--- src/rtl/io_pkg.sv ---
// Shared I/O bus constants for the io and io_kbd_input blocks.
// Also holds the status-word packing used by the keyboard input port.
package io_pkg;

  localparam logic [15:0] IO_ADDR_PRINTASCII = 16'h0000;
  localparam logic [15:0] IO_ADDR_KBD_DATA   = 16'h0001;
  localparam logic [15:0] IO_ADDR_KBD_STATUS = 16'h0002;

  localparam int STAT_AVAIL   = 0;
  localparam int STAT_FULL    = 1;
  localparam int STAT_OVF     = 2;
  localparam int STAT_CNT_LSB = 8;

  function automatic logic [15:0] make_status(input logic       avail,
                                              input logic       full,
                                              input logic       ovf,
                                              input logic [7:0] cnt);
    logic [15:0] w;
    w = 16'h0000;
    w[STAT_AVAIL] = avail;
    w[STAT_FULL]  = full;
    w[STAT_OVF]   = ovf;
    w[STAT_CNT_LSB +: 8] = cnt;
    return w;
  endfunction

endpackage

--- src/rtl/sync_fifo.sv ---
// Single-clock FIFO with show-ahead read data; a push is accepted while full
// when a pop happens in the same cycle.
module sync_fifo #(
  parameter int WIDTH = 8,
  parameter int DEPTH = 16
) (
  input  logic                       clk,
  input  logic                       rst,
  input  logic                       push,
  input  logic [WIDTH-1:0]           push_data,
  input  logic                       pop,
  output logic [WIDTH-1:0]           pop_data,
  output logic                       full,
  output logic                       empty,
  output logic [$clog2(DEPTH):0]     count
);

  localparam int AW = $clog2(DEPTH);
  localparam int CW = AW + 1;

  logic [WIDTH-1:0] mem_q [DEPTH];
  logic [AW-1:0]    wr_ptr_q, wr_ptr_d;
  logic [AW-1:0]    rd_ptr_q, rd_ptr_d;
  logic [CW-1:0]    count_q, count_d;
  logic             do_push, do_pop;

  assign full     = (count_q == CW'(DEPTH));
  assign empty    = (count_q == '0);
  assign count    = count_q;
  assign pop_data = mem_q[rd_ptr_q];

  assign do_pop  = pop && !empty;
  assign do_push = push && (!full || do_pop);

  // Pointers wrap naturally because DEPTH is a power of two.
  always_comb begin
    wr_ptr_d = wr_ptr_q;
    rd_ptr_d = rd_ptr_q;
    count_d  = count_q;
    if (do_push) wr_ptr_d = wr_ptr_q + AW'(1);
    if (do_pop)  rd_ptr_d = rd_ptr_q + AW'(1);
    case ({do_push, do_pop})
      2'b10:   count_d = count_q + CW'(1);
      2'b01:   count_d = count_q - CW'(1);
      default: count_d = count_q;
    endcase
  end

  always_ff @(posedge clk) begin
    if (rst) begin
      wr_ptr_q <= '0;
      rd_ptr_q <= '0;
      count_q  <= '0;
    end else begin
      wr_ptr_q <= wr_ptr_d;
      rd_ptr_q <= rd_ptr_d;
      count_q  <= count_d;
    end
  end

  // Storage is deliberately left uninitialised by reset.
  always_ff @(posedge clk) begin
    if (!rst && do_push) mem_q[wr_ptr_q] <= push_data;
  end

endmodule

--- src/rtl/io_kbd_input.sv ---
// Memory-mapped character input port: buffers strobed ASCII bytes and lets the
// CPU poll status and pop characters over the shared I/O bus.
module io_kbd_input
  import io_pkg::*;
#(
  parameter int DEPTH = 16
) (
  input  logic        clk,
  input  logic        rst,
  input  logic [15:0] addr,
  input  logic [15:0] data,
  input  logic        write,
  input  logic        read,
  output logic [15:0] data_out,
  input  logic [7:0]  kbd_data,
  input  logic        kbd_strobe,
  output logic        kbd_avail
);

  localparam int CW = $clog2(DEPTH) + 1;

  // kbd_strobe is a one-cycle valid with no ready: a byte arriving while the
  // FIFO is full (and nothing is popped that cycle) is lost and flagged.
  logic [7:0]    fifo_rdata;
  logic          fifo_full, fifo_empty;
  logic [CW-1:0] fifo_count;
  logic          is_data, is_stat, pop_en, drop;
  logic          ovf_q, ovf_d;
  logic [15:0]   data_out_q, data_out_d;

  assign is_data = (addr == IO_ADDR_KBD_DATA);
  assign is_stat = (addr == IO_ADDR_KBD_STATUS);
  assign pop_en  = read && is_data;
  assign drop    = kbd_strobe && fifo_full && !pop_en;

  sync_fifo #(.WIDTH(8), .DEPTH(DEPTH)) u_fifo (
    .clk       (clk),
    .rst       (rst),
    .push      (kbd_strobe),
    .push_data (kbd_data),
    .pop       (pop_en),
    .pop_data  (fifo_rdata),
    .full      (fifo_full),
    .empty     (fifo_empty),
    .count     (fifo_count)
  );

  always_comb begin
    ovf_d = ovf_q;
    if (write && is_stat && data[STAT_OVF]) ovf_d = 1'b0;
    // A drop in the same cycle as a clear leaves the flag set.
    if (drop) ovf_d = 1'b1;
  end

  always_comb begin
    data_out_d = 16'h0000;
    if (read) begin
      if (is_data && !fifo_empty) data_out_d = {8'h00, fifo_rdata};
      else if (is_stat)
        data_out_d = make_status(!fifo_empty, fifo_full, ovf_q, 8'(fifo_count));
    end
  end

  always_ff @(posedge clk) begin
    if (rst) begin
      ovf_q      <= 1'b0;
      data_out_q <= 16'h0000;
    end else begin
      ovf_q      <= ovf_d;
      data_out_q <= data_out_d;
    end
  end

  assign data_out  = data_out_q;
  assign kbd_avail = (fifo_count != '0);

endmodule

--- config.mk ---
export PLATFORM = sky130hd
export DESIGN_NAME = io_kbd_input
export DESIGN_NICKNAME = d
export VERILOG_FILES = /design/src/rtl/io_pkg.sv /design/src/rtl/sync_fifo.sv /design/src/rtl/io_kbd_input.sv
export SDC_FILE = /design/constraint.sdc
export NUM_CORES = 1
export LEC_CHECK = 0
export CAP_MARGIN = 20
export CORE_UTILIZATION = 40
export CTS_BUF_LIST = sky130_fd_sc_hd__clkbuf_4
export DETAILED_ROUTE_END_ITERATION = 6
export PLACE_DENSITY = 0.66
export SYNTH_ARGS = -nofsm -noshare
export SYNTH_HDL_FRONTEND = slang
export SYNTH_SLANG_ARGS = --single-unit
--- constraint.sdc ---
create_clock -name clk -period 5.7 [get_ports clk]
set_input_delay 1.425 -clock clk [delete_from_list [all_inputs] [get_ports clk]]
set_output_delay 1.425 -clock clk [all_outputs]
set_load 0.01 [all_outputs]
## Word-level counts from Yosys, hierarchy flattened

Memories as Yosys holds them, arrays and structs flattened. A register that Yosys moved wholly into a read port is not among the register bits.
Index checks and enable logic that the tools add are counted.

- Memory bits (writable): 128
- Memories kept: 1
- Bits in read-only memories: 0
- Flip-flop bits (word level): 30
- Bits of input ports: 45
- Logic and storage cells: 49
- Output and inout bits: 17
- Bits in latches: 0

- Eq/ne operators: 5
- Muxes and demuxes: 9
- Shift operators: 0
- Add/sub/neg operators: 4
- Multiply operators: 0
- Bitwise operators: 2
- Divide/modulo/power cells: 0
- Order comparisons: 0
- Reduce and logical (&&, ||, !) cells: 21

Memory list:

| name | depth | bits a word | rd ports | clocked after Yosys merged registers in | wr ports | RTL line | RTL |
|---|---|---|---|---|---|---|---|
| u_fifo.mem_q | 16 | 8 | 1 | 1 | 1 | sync_fifo.sv:21 | `logic [WIDTH-1:0] mem_q [DEPTH];` |

Operators by type and width:

| kind | number |
|---|---|
| 16-bit by 1-bit equality test with 1-bit output (second input constant) | 1 |
| 16-bit by 2-bit equality test with 1-bit output (second input constant) | 1 |
| 5-bit one-hot mux with 2 select lines | 1 |
| 1-bit logical AND | 9 |
| 4-bit by 1-bit adder with 4-bit output (second input constant) | 2 |
| 4-bit two-way mux | 2 |
| 8-bit two-way mux | 1 |
| 5-bit by 1-bit adder with 5-bit output (second input constant) | 1 |
| 5-bit equality test (second input constant) | 1 |
| 5-bit zero test | 1 |
| 5-bit nonzero test | 1 |
| 5-bit by 1-bit subtractor with 5-bit output (second input constant) | 1 |
| 1-bit zero test | 4 |
| 1-bit two-way mux | 4 |
| 2-bit nonzero test | 2 |
| 4-bit OR reduction | 1 |
| 3-bit two-way mux | 1 |
| 3-bit OR reduction | 1 |
| 2-bit by 1-bit equality test with 1-bit output (second input constant) | 1 |
| 2-bit equality test (second input constant) | 1 |
| 1-bit inverter | 2 |
| 2-bit OR reduction | 1 |
| 1-bit logical OR | 1 |

## Depth between registers and ports, before layout

Gate-level depths: netlist (run 1).

- Depth in word-level cells: 8
- Depth in mapped cells: 14
- Gate-level depth less buffers: 13

## Modules after synthesis

Synthesis (run 1) repeated with hierarchy kept, for this count alone.

- Cells, all modules: 392
- Area total of the unflattened synthesis: 6495.0 µm²

By module, submodules not included:

| module | area an instance (µm²) | times used | sequential area each (µm²) | cells an instance |
|---|---|---|---|---|
| sync_fifo | 5839.4 | 1 | 4184.0 | 327 |
| io_kbd_input | 655.6 | 1 | 280.3 | 65 |

## Worst setup path before layout (run 1)

OpenSTA, ideal clock, no wires.

- Path kind: in2reg
- Start: input addr[9]
- End: register u_fifo.count_q[4], in the netlist u_fifo.count[4]
- Slack: 1.740 ns
- Stages on the path: 13
- Path buffers: 0
- Arrival: 3.890 ns
- Library setup time: 0.071 ns
- Required time: 5.629 ns
- Cells stage by stage: nor4_4 -> nand4_4 -> o21bai_4 -> and2_1 -> inv_1 -> ha_1 -> xor2_1 -> ha_1 -> a211o_1 -> a21oi_1 -> a221oi_1 -> or3_1 -> a21oi_1

- Word-level cells in the longest chain between the ends: 7
- Elaborated cells between the ends (all ways): 9
- Classes of those cells: eq/ne: 3; mux: 1; reduce/logical: 5

Ends and longest elaborated chain:

| element | RTL line | RTL |
|---|---|---|
| start, declared | io_kbd_input.sv:10 | `input logic [15:0] addr,` |
| 16-bit by 1-bit equality test with 1-bit output (*) | io_kbd_input.sv:31 | `assign is_data = (addr == IO_ADDR_KBD_DATA);` |
| 1-bit logical AND (*) | io_kbd_input.sv:33 | `assign pop_en = read && is_data;` |
| 1-bit logical AND (*) | sync_fifo.sv:32 | `assign do_pop = pop && !empty;` |
| 1-bit logical OR | sync_fifo.sv:33 | `assign do_push = push && (!full \|\| do_pop);` |
| 1-bit logical AND | sync_fifo.sv:33 |  |
| 2-bit by 1-bit equality test with 1-bit output or 2-bit equality test (tied branches) | sync_fifo.sv:42 | `case ({do_push, do_pop})` |
| 5-bit one-hot mux with 2 select lines or 2-bit nonzero test (tied branches) | -- |  |
| end signal, assigned | sync_fifo.sv:57 | `count_q <= count_d;` |
| end, declared | sync_fifo.sv:24 | `logic [CW-1:0] count_q, count_d;` |

Every way passes the cells marked *; elsewhere a longest branch is shown, timed or not.
A chain may end at the register's enable or synchronous reset.

## Final worst setup path (run 1)

- Start: input addr[2]
- End: register u_fifo.count_q[4], in the netlist u_fifo.count[4]

The elaborated chain is that of the path after synthesis.

==> summary.txt, run 1 <==
Worst Path Arrival -> 4.63 ns
DPL Wire Length -> 7700 um
number of synthesized flops with an enable pin -> 128
worst slew pin tran -> 0.992 ns
pin count of the biggest net entering global routing -> 33
top routing layer in use -> met4
buffers plus inverters on the worst setup path -> 2
TritonCTS clock tree -> built
DRT antenna net count -> 0
number of buffers added by the clock tree synthesis step -> 17
dominant synthesized flop cell -> sky130_fd_sc_hd__edfxtp_1
master cell of the clock root buffer -> sky130_fd_sc_hd__clkbuf_4
Post-CTS Repair Setup Buffers -> 0
RD Place Congestion -> 0.696
Max FO, Critical Path -> 10
leakage power figure -> 2.32 nW
number of max-cap violations -> 0
Std-Cell Core Area -> 15800 sq um
worst-case clock skew -> 0.0189 ns
sum of met2 wire segment lengths after detailed routing -> 6070 um
mean cell area of the mapped netlist -> 17.6 sq um
pins over their slew limit -> 0
wire length of the first global-routing pass -> 18500 um
area overhead of the layout relative to synthesis -> 14.8%
timing endpoint of the critical path -> u_fifo.count[4]
Post-synth ARST share -> 0%
DRC Markers -> 0
critical path depth in cells -> 14
post-route cell area -> 7410 sq um
share of layout cells above drive strength 1 -> 21.5%
Highest Clock Rate -> 0.241 GHz
count of state elements after synthesis -> 159
height of the chip -> 129 um
die width -> 129 um
met3 routed WL -> 669 um
hold-fix buffer count after cts -> 0
Post-Route WL -> 11800 um
number of buffers on the longest clock path -> 2
sequential area share after synthesis -> 69.2%
RSZ-0062 raised after global routing -> no
Cell Chain, Critical Path -> clkdlybuf4s50_1 > nor4_4 > nand4_4 > o21bai_4 > and2_1 > inv_1 > ha_1 > xor2_1 > ha_1 > a211o_1 > a21oi_1 > a221oi_1 > or3_1 > a21oi_1
Die Footprint -> 16600 sq um
Critical Path Slowest Stage Cell -> sky130_fd_sc_hd__clkdlybuf4s50_1
Pre-antenna DRT Iters -> 4
routed wirelength normalized by instance count -> 18.3 um
kind of launch point of the worst setup path -> primary input
placed standard-cell area -> 7100 sq um
family of cells with the greatest summed delay on the critical path -> simple AND/OR/NAND/NOR gates
FF-to-FF path depth -> 13
sum of negative setup slack -> 0 ns
class of the most critical hold timing path -> reg2reg
via count -> 3314
H-tree levels -> 4
initial detailed-routing violation count -> 180
count of final hold-check violations -> 0
row count -> 46
count of boundary I/O pins -> 62
effective utilization at floorplan -> 40.8%
vias in the first global route -> 3448
CTS clk-pin slew, worst paths -> 0.13 ns
launch instance of the worst register-to-register path -> u_fifo.count[1]
result of the run -> finished clean
required time of the critical path -> 6.18 ns
count of buffers inserted at the top-level ports -> 43
Routed met1 length -> 4920 um
Synth Cell Area -> 6450 sq um
Critical Setup Path Class -> in2reg
net count reported at finish -> 469
Critical Path Start -> addr[2]
register-to-register setup slack -> 2.66 ns
Post-CTS Resized -> 0
total congestion overflow -> 0
number of synthesis warnings -> 0
minimum period implied by the final worst setup slack -> 4.15 ns
final worst path period share -> 72.8%
Max rail drop VDD -> 0.000104 V
critical path endpoint category -> flip-flop
number of setup violations in the final report -> 0
global-route usage over all layers -> 15.5%
delay of the slowest critical-path stage -> 0.44 ns
Cell Pwr Density -> 277 nW/um^2
worst slew slack as a fraction of its limit -> 33.6%
DR vias/cell -> 5.14
share of the core filled with cells in the final layout -> 46.8%
gate count of the mapped netlist -> 366
distinct cell type count of the synthesized netlist -> 47
number of antenna violations at the first check in global routing -> 1
Pwr Total -> 2.05 mW
Critical R2R Capture -> u_fifo.count[4]
Clock Sinks -> 159
Clock Latency Late Sink -> 0.53 ns
## where the power goes
part / switching (mW) / internal (mW)
logic: 0.0416 / 0.0376
clock network: 0.387 / 0.316
registers: 0.00636 / 1.26
## placed cells by master (no fill, tap or decap), types with 5 or more instances in the layout
cell type                           n
sky130_fd_sc_hd__nor2_1            25
sky130_fd_sc_hd__a21oi_1            9
sky130_fd_sc_hd__inv_1              7
sky130_fd_sc_hd__nor2b_1            7
sky130_fd_sc_hd__o22ai_1            5
sky130_fd_sc_hd__mux2i_1           10
sky130_fd_sc_hd__buf_4              7
sky130_fd_sc_hd__nand2b_1           5
sky130_fd_sc_hd__mux4_2            32
sky130_fd_sc_hd__ha_1               9
sky130_fd_sc_hd__dfxtp_1           29
sky130_fd_sc_hd__and2_1             7
sky130_fd_sc_hd__a211oi_1           5
sky130_fd_sc_hd__nor3_1             5
sky130_fd_sc_hd__clkbuf_4          19
sky130_fd_sc_hd__clkdlybuf4s50_1   43
sky130_fd_sc_hd__edfxtp_1         128
sky130_fd_sc_hd__a211oi_2           5
## stage by stage
| stage | setup WS [ns] | std cells | hold WS (ns) |
|---|---|---|---|
| CTS | 1.59 | 644 | 0.501 |
| global route | 1.43 | 645 | 0.545 |
| global placement | 1.06 | 612 | 0.482 |
| floorplan | 1.74 | 368 | 0.457 |
| detailed placement | 1.02 | 612 | 0.481 |
| finish | 1.55 | 645 | 0.505 |
## worst register-to-register path: cells and delay by family (launching register included)
kind | cells | cell delay [ns]
and+or+nand+nor | 4 | 0.98
adders and majority gates | 2 | 0.53
buffers and inverters | 1 | 0.08
AOI/OAI and AO/OA | 5 | 0.85
DFF | 1 | 0.44
xor gates and xnor gates | 1 | 0.11
## state kept, by name (all words and copies together) (netlist names), named ones only
signal,cells
u_fifo.mem_q,128
data_out,13
u_fifo.wr_ptr_q,4
u_fifo.count,5
ovf_q,1
u_fifo.rd_ptr_q,4
## layout make-up
type	instances	area (sq um)
flip-flops and latches	159	4470
repair buffers	50	483
clock inverters	13	160
multi-input cells	180	1850
inverters	7	26.3
well taps	216	270
diodes	1	2.50
clock buffers	19	143
fillers	1343	8420
## cells by family (layout without fill, tap and decap cells)
kind of cell	Yosys count	in the layout	synth area share (%)
adders and majority gates	9	9	1.75
other	1	4	0.0581
DFF	159	159	69.2
xor gates and xnor gates	6	6	0.815
AOI/OAI and AO/OA	38	38	4.46
buffers and inverters	29	89	2.19
and+or+nand+nor	77	77	7.95
muxes	47	47	13.6
## synth_stat cells, types with 7 or more instances
cell type	count	area, sq um
sky130_fd_sc_hd__nor2_1	25	93.8
sky130_fd_sc_hd__dfxtp_1	31	621
sky130_fd_sc_hd__mux2i_1	10	100
sky130_fd_sc_hd__a21oi_1	9	45.0
sky130_fd_sc_hd__edfxtp_1	128	3840
sky130_fd_sc_hd__and2_1	7	43.8
sky130_fd_sc_hd__mux4_2	32	721
sky130_fd_sc_hd__clkbuf_1	8	30.0
sky130_fd_sc_hd__nor2b_1	7	43.8
sky130_fd_sc_hd__ha_1	9	113
sky130_fd_sc_hd__inv_1	7	26.3
## metal layers
metal / global-route usage (%) / vias up
met5: 0 / -
li1: - / 1534
met1: 19.3 / 1688
met4: 6.57 / 0
met2: 26.1 / 84
met3: 3.59 / 8
## how the worst min path moves through the flow
stage,from,to,depth (start not counted)
after floorplan,ovf_q,data_out[2],2
after global placement,ovf_q,data_out[2],2
after detailed placement,ovf_q,data_out[2],2
after CTS,ovf_q,data_out[2],2
after global routing,ovf_q,data_out[2],2
final,ovf_q,data_out[2],2
(Power assumes the default switching activity.)
==> run 2, diff against run 1 <==
Settings changed: PLACE_DENSITY 0.66 to 0.68.
Clock period 5.7 ns to 3.72 ns, I/O delays scaled along.
==> run 2 against run 1 <==
  * Count of clock-buffer cells in the layout is 2 higher
  * Sequential cell count stayed put
  * Largest power group unchanged
  * Global-route usage is 0.98 points higher
  * Combinational power is 58% higher
  * First-iteration DRC count is 70% higher
  * Register-to-register slack worse by 1.8 ns
  * Clock skew is 0.0036 ns lower
  * Sequential share of layout area is 1.3 points lower
  * Utilization is 1.1 points higher
  * Final cell count is 4.0% higher
  * Largest cell class unchanged
  * Routed wire length is 5.9% higher
  * Hold slack better by 0.018 ns
==> summary.txt, run 2 (same netlist as run 1, synthesis figures left out) <==
result of the run -> finished clean
leakage power figure -> 2.44 nW (+5.1%)
RD Place Congestion -> 0.777 (+12%)
worst slew pin tran -> 0.953 ns (-0.0386 ns)
vias in the first global route -> 3593 (+4.2%)
Biggest register -> u_fifo.mem_q
die width -> 129 um (unchanged)
Highest Clock Rate -> 0.300 GHz
filler cell count in the final layout -> 1369 (+1.9%)
height of the chip -> 129 um (unchanged)
register-to-register setup slack -> 0.89 ns (-1.77 ns)
total congestion overflow -> 0 (unchanged)
number of max-cap violations -> 0 (unchanged)
DRC Markers -> 0 (unchanged)
count of boundary I/O pins -> 62 (unchanged)
critical path endpoint category -> flip-flop
CTS clk-pin slew, worst paths -> 0.12 ns (about the same)
start point of the worst min-delay path -> ovf_q
Pre-antenna DRT Iters -> 4 (unchanged)
effective utilization at floorplan -> 40.8% (unchanged)
Std-Cell Core Area -> 15800 sq um (unchanged)
Clock Latency Late Sink -> 0.54 ns (about the same)
RSZ-0062 raised after global routing -> no
H-tree levels -> 4 (unchanged)
count of final hold-check violations -> 0 (unchanged)
Max FO, Critical Path -> 7 (-3)
required time of the critical path -> 4.19 ns (-1.99 ns)
hold-fix buffer count after cts -> 0 (unchanged)
final worst path period share -> 89.6%
routed wirelength normalized by instance count -> 18.6 um (+1.8%)
pin count of the biggest net entering global routing -> 22 (-33%)
Post-CTS Repair Setup Buffers -> 0 (unchanged)
minimum period implied by the final worst setup slack -> 3.33 ns
row count -> 46 (unchanged)
Pwr Total -> 3.08 mW (+50%)
Critical Setup Path Class -> in2reg
global-route usage over all layers -> 16.5% (+0.98 points)
Die Footprint -> 16600 sq um (unchanged)
number of setup violations in the final report -> 0 (unchanged)
kind of launch point of the worst setup path -> primary input
area taken by flip-flops and latches -> 4470 sq um (about the same)
Critical R2R Capture -> u_fifo.count[4]
wire length of the first global-routing pass -> 19500 um (+5.6%)
worst-case clock skew -> 0.0153 ns (-0.00358 ns)
FF-to-FF path depth -> 13 (unchanged)
launch instance of the worst register-to-register path -> u_fifo.count[1]
Post-Route WL -> 12500 um (+5.9%)
DRT antenna net count -> 0 (unchanged)
pins over their slew limit -> 0 (unchanged)
Max rail drop VDD -> 0.000199 V (+92%)
initial detailed-routing violation count -> 306 (+70%)
area overhead of the layout relative to synthesis -> 17.4%
number of buffers on the longest clock path -> 2 (unchanged)
net count reported at finish -> 495 (+5.5%)
top library cells by usage in the layout, fill and taps aside -> sky130_fd_sc_hd__edfxtp_1 (128), sky130_fd_sc_hd__clkdlybuf4s50_1 (43), sky130_fd_sc_hd__buf_4 (33)
DPL Wire Length -> 8350 um (+8.4%)
worst slew slack as a fraction of its limit -> 36.4% (+2.7 points)
Hold Crit Endpoint -> data_out[2]
TritonCTS clock tree -> built
number of flip-flops under the largest register name -> 128 (unchanged)
number of antenna violations at the first check in global routing -> 1 (unchanged)
Clock Sinks -> 159 (unchanged)
count of cells along the worst hold path -> 2 (unchanged)
Post-CTS Resized -> 0 (unchanged)
class of the most critical hold timing path -> reg2reg
master cell of the clock root buffer -> sky130_fd_sc_hd__clkbuf_4
DR vias/cell -> 5.11 (-0.45%)
fin cells -> 671 (+4.0%)
via count -> 3432 (+3.6%)
placed cell count -> 638 (+4.2%)
count of buffers inserted at the top-level ports -> 43 (unchanged)
commonest non-fill, non-tap cell in the layout -> sky130_fd_sc_hd__edfxtp_1
multi-input gate area in the final layout -> 1850 sq um (unchanged)
Worst Path Arrival -> 3.81 ns (-0.82 ns)
Cell Pwr Density -> 407 nW/um^2 (+47%)
share of layout cells above drive strength 1 -> 25.3% (+3.8 points)
number of buffers added by the clock tree synthesis step -> 17 (unchanged)
run 2: changes by cell type in the layout (fill, tap and decap cells not counted):
cell	before	now
sky130_fd_sc_hd__buf_4	7	33
sky130_fd_sc_hd__bufinv_16	3	2
sky130_fd_sc_hd__clkbuf_4	19	21
sky130_fd_sc_hd__clkinv_1	0	2
sky130_fd_sc_hd__clkinv_2	4	2
sky130_fd_sc_hd__clkinv_4	1	0
sky130_fd_sc_hd__clkinvlp_4	2	3
sky130_fd_sc_hd__dfxtp_1	29	30
sky130_fd_sc_hd__dfxtp_2	2	1
sky130_fd_sc_hd__inv_6	3	2
run 2: worst max path at each step:
| stage | startpoint | to | slack, ns | cells after the start |
|---|---|---|---|---|
| after global routing | addr[2] | u_fifo.count[4] | 0.29 | 14 |
| after detailed placement | addr[2] | u_fifo.count[4] | -0.17 | 14 |
| after global placement | addr[9] | u_fifo.count[4] | -0.09 | 14 |
| final | addr[2] | u_fifo.count[4] | 0.39 | 14 |
| after floorplan | addr[9] | u_fifo.count[4] | 0.25 | 13 |
| after CTS | addr[2] | u_fifo.count[4] | 0.42 | 14 |
run 2: routing by layer:
| metal | routed length (um) | GRT usage (%) | vias to the layer above |
|---|---|---|---|
| met1 | 5410 | 20.2 | 1743 |
| met4 | 107 | 5.54 | 0 |
| met5 | 0 | 0 | - |
| met2 | 6420 | 27.9 | 93 |
| met3 | 576 | 5.00 | 9 |
| li1 | - | - | 1587 |
run 2: per-stage QoR:
stage | hold slack, ns | worst slack [ns] | utilization, % | area [sq um] | setup TNS [ns]
floorplan | 0.457 | 0.255 | - | 6460 | 0
global placement | 0.493 | -0.0930 | 46.1 | 7290 | -0.0930
detailed placement | 0.503 | -0.166 | 46.1 | 7290 | -0.166
CTS | 0.522 | 0.420 | 47.8 | 7570 | 0
global route | 0.541 | 0.288 | 47.8 | 7570 | 0
finish | 0.523 | 0.386 | 47.8 | 7570 | 0
run 2: area by class of cell:
class                   instances  area share [%]
clock buffers                  21            2.08
clock inverters                11            1.55
flip-flops and latches        159            59.0
well taps                     216            3.57
multi-input cells             180            24.5
inverters                       7           0.347
repair buffers                 76            8.96
diodes                          1          0.0330
run 2: power by group:
part / total [mW] / internal (mW) / switching, mW
Clock: 1.01 / 0.426 / 0.587
Sequential: 1.94 / 1.93 / 0.00965
Combinational: 0.125 / 0.0604 / 0.0650
Total: 3.08 / 2.42 / 0.662
run 2: worst max-delay path, cell delays in order:
cell	delay [ns]
sky130_fd_sc_hd__clkdlybuf4s50_1	0.45
sky130_fd_sc_hd__nor4_4	0.34
sky130_fd_sc_hd__nand4_4	0.16
sky130_fd_sc_hd__o21bai_4	0.17
sky130_fd_sc_hd__and2_1	0.17
sky130_fd_sc_hd__inv_1	0.06
sky130_fd_sc_hd__ha_1	0.20
sky130_fd_sc_hd__buf_4	0.17
sky130_fd_sc_hd__ha_1	0.31
sky130_fd_sc_hd__o21ai_0	0.10
sky130_fd_sc_hd__o22ai_1	0.18
sky130_fd_sc_hd__a221oi_1	0.11
sky130_fd_sc_hd__or3_1	0.32
sky130_fd_sc_hd__a21oi_1	0.14
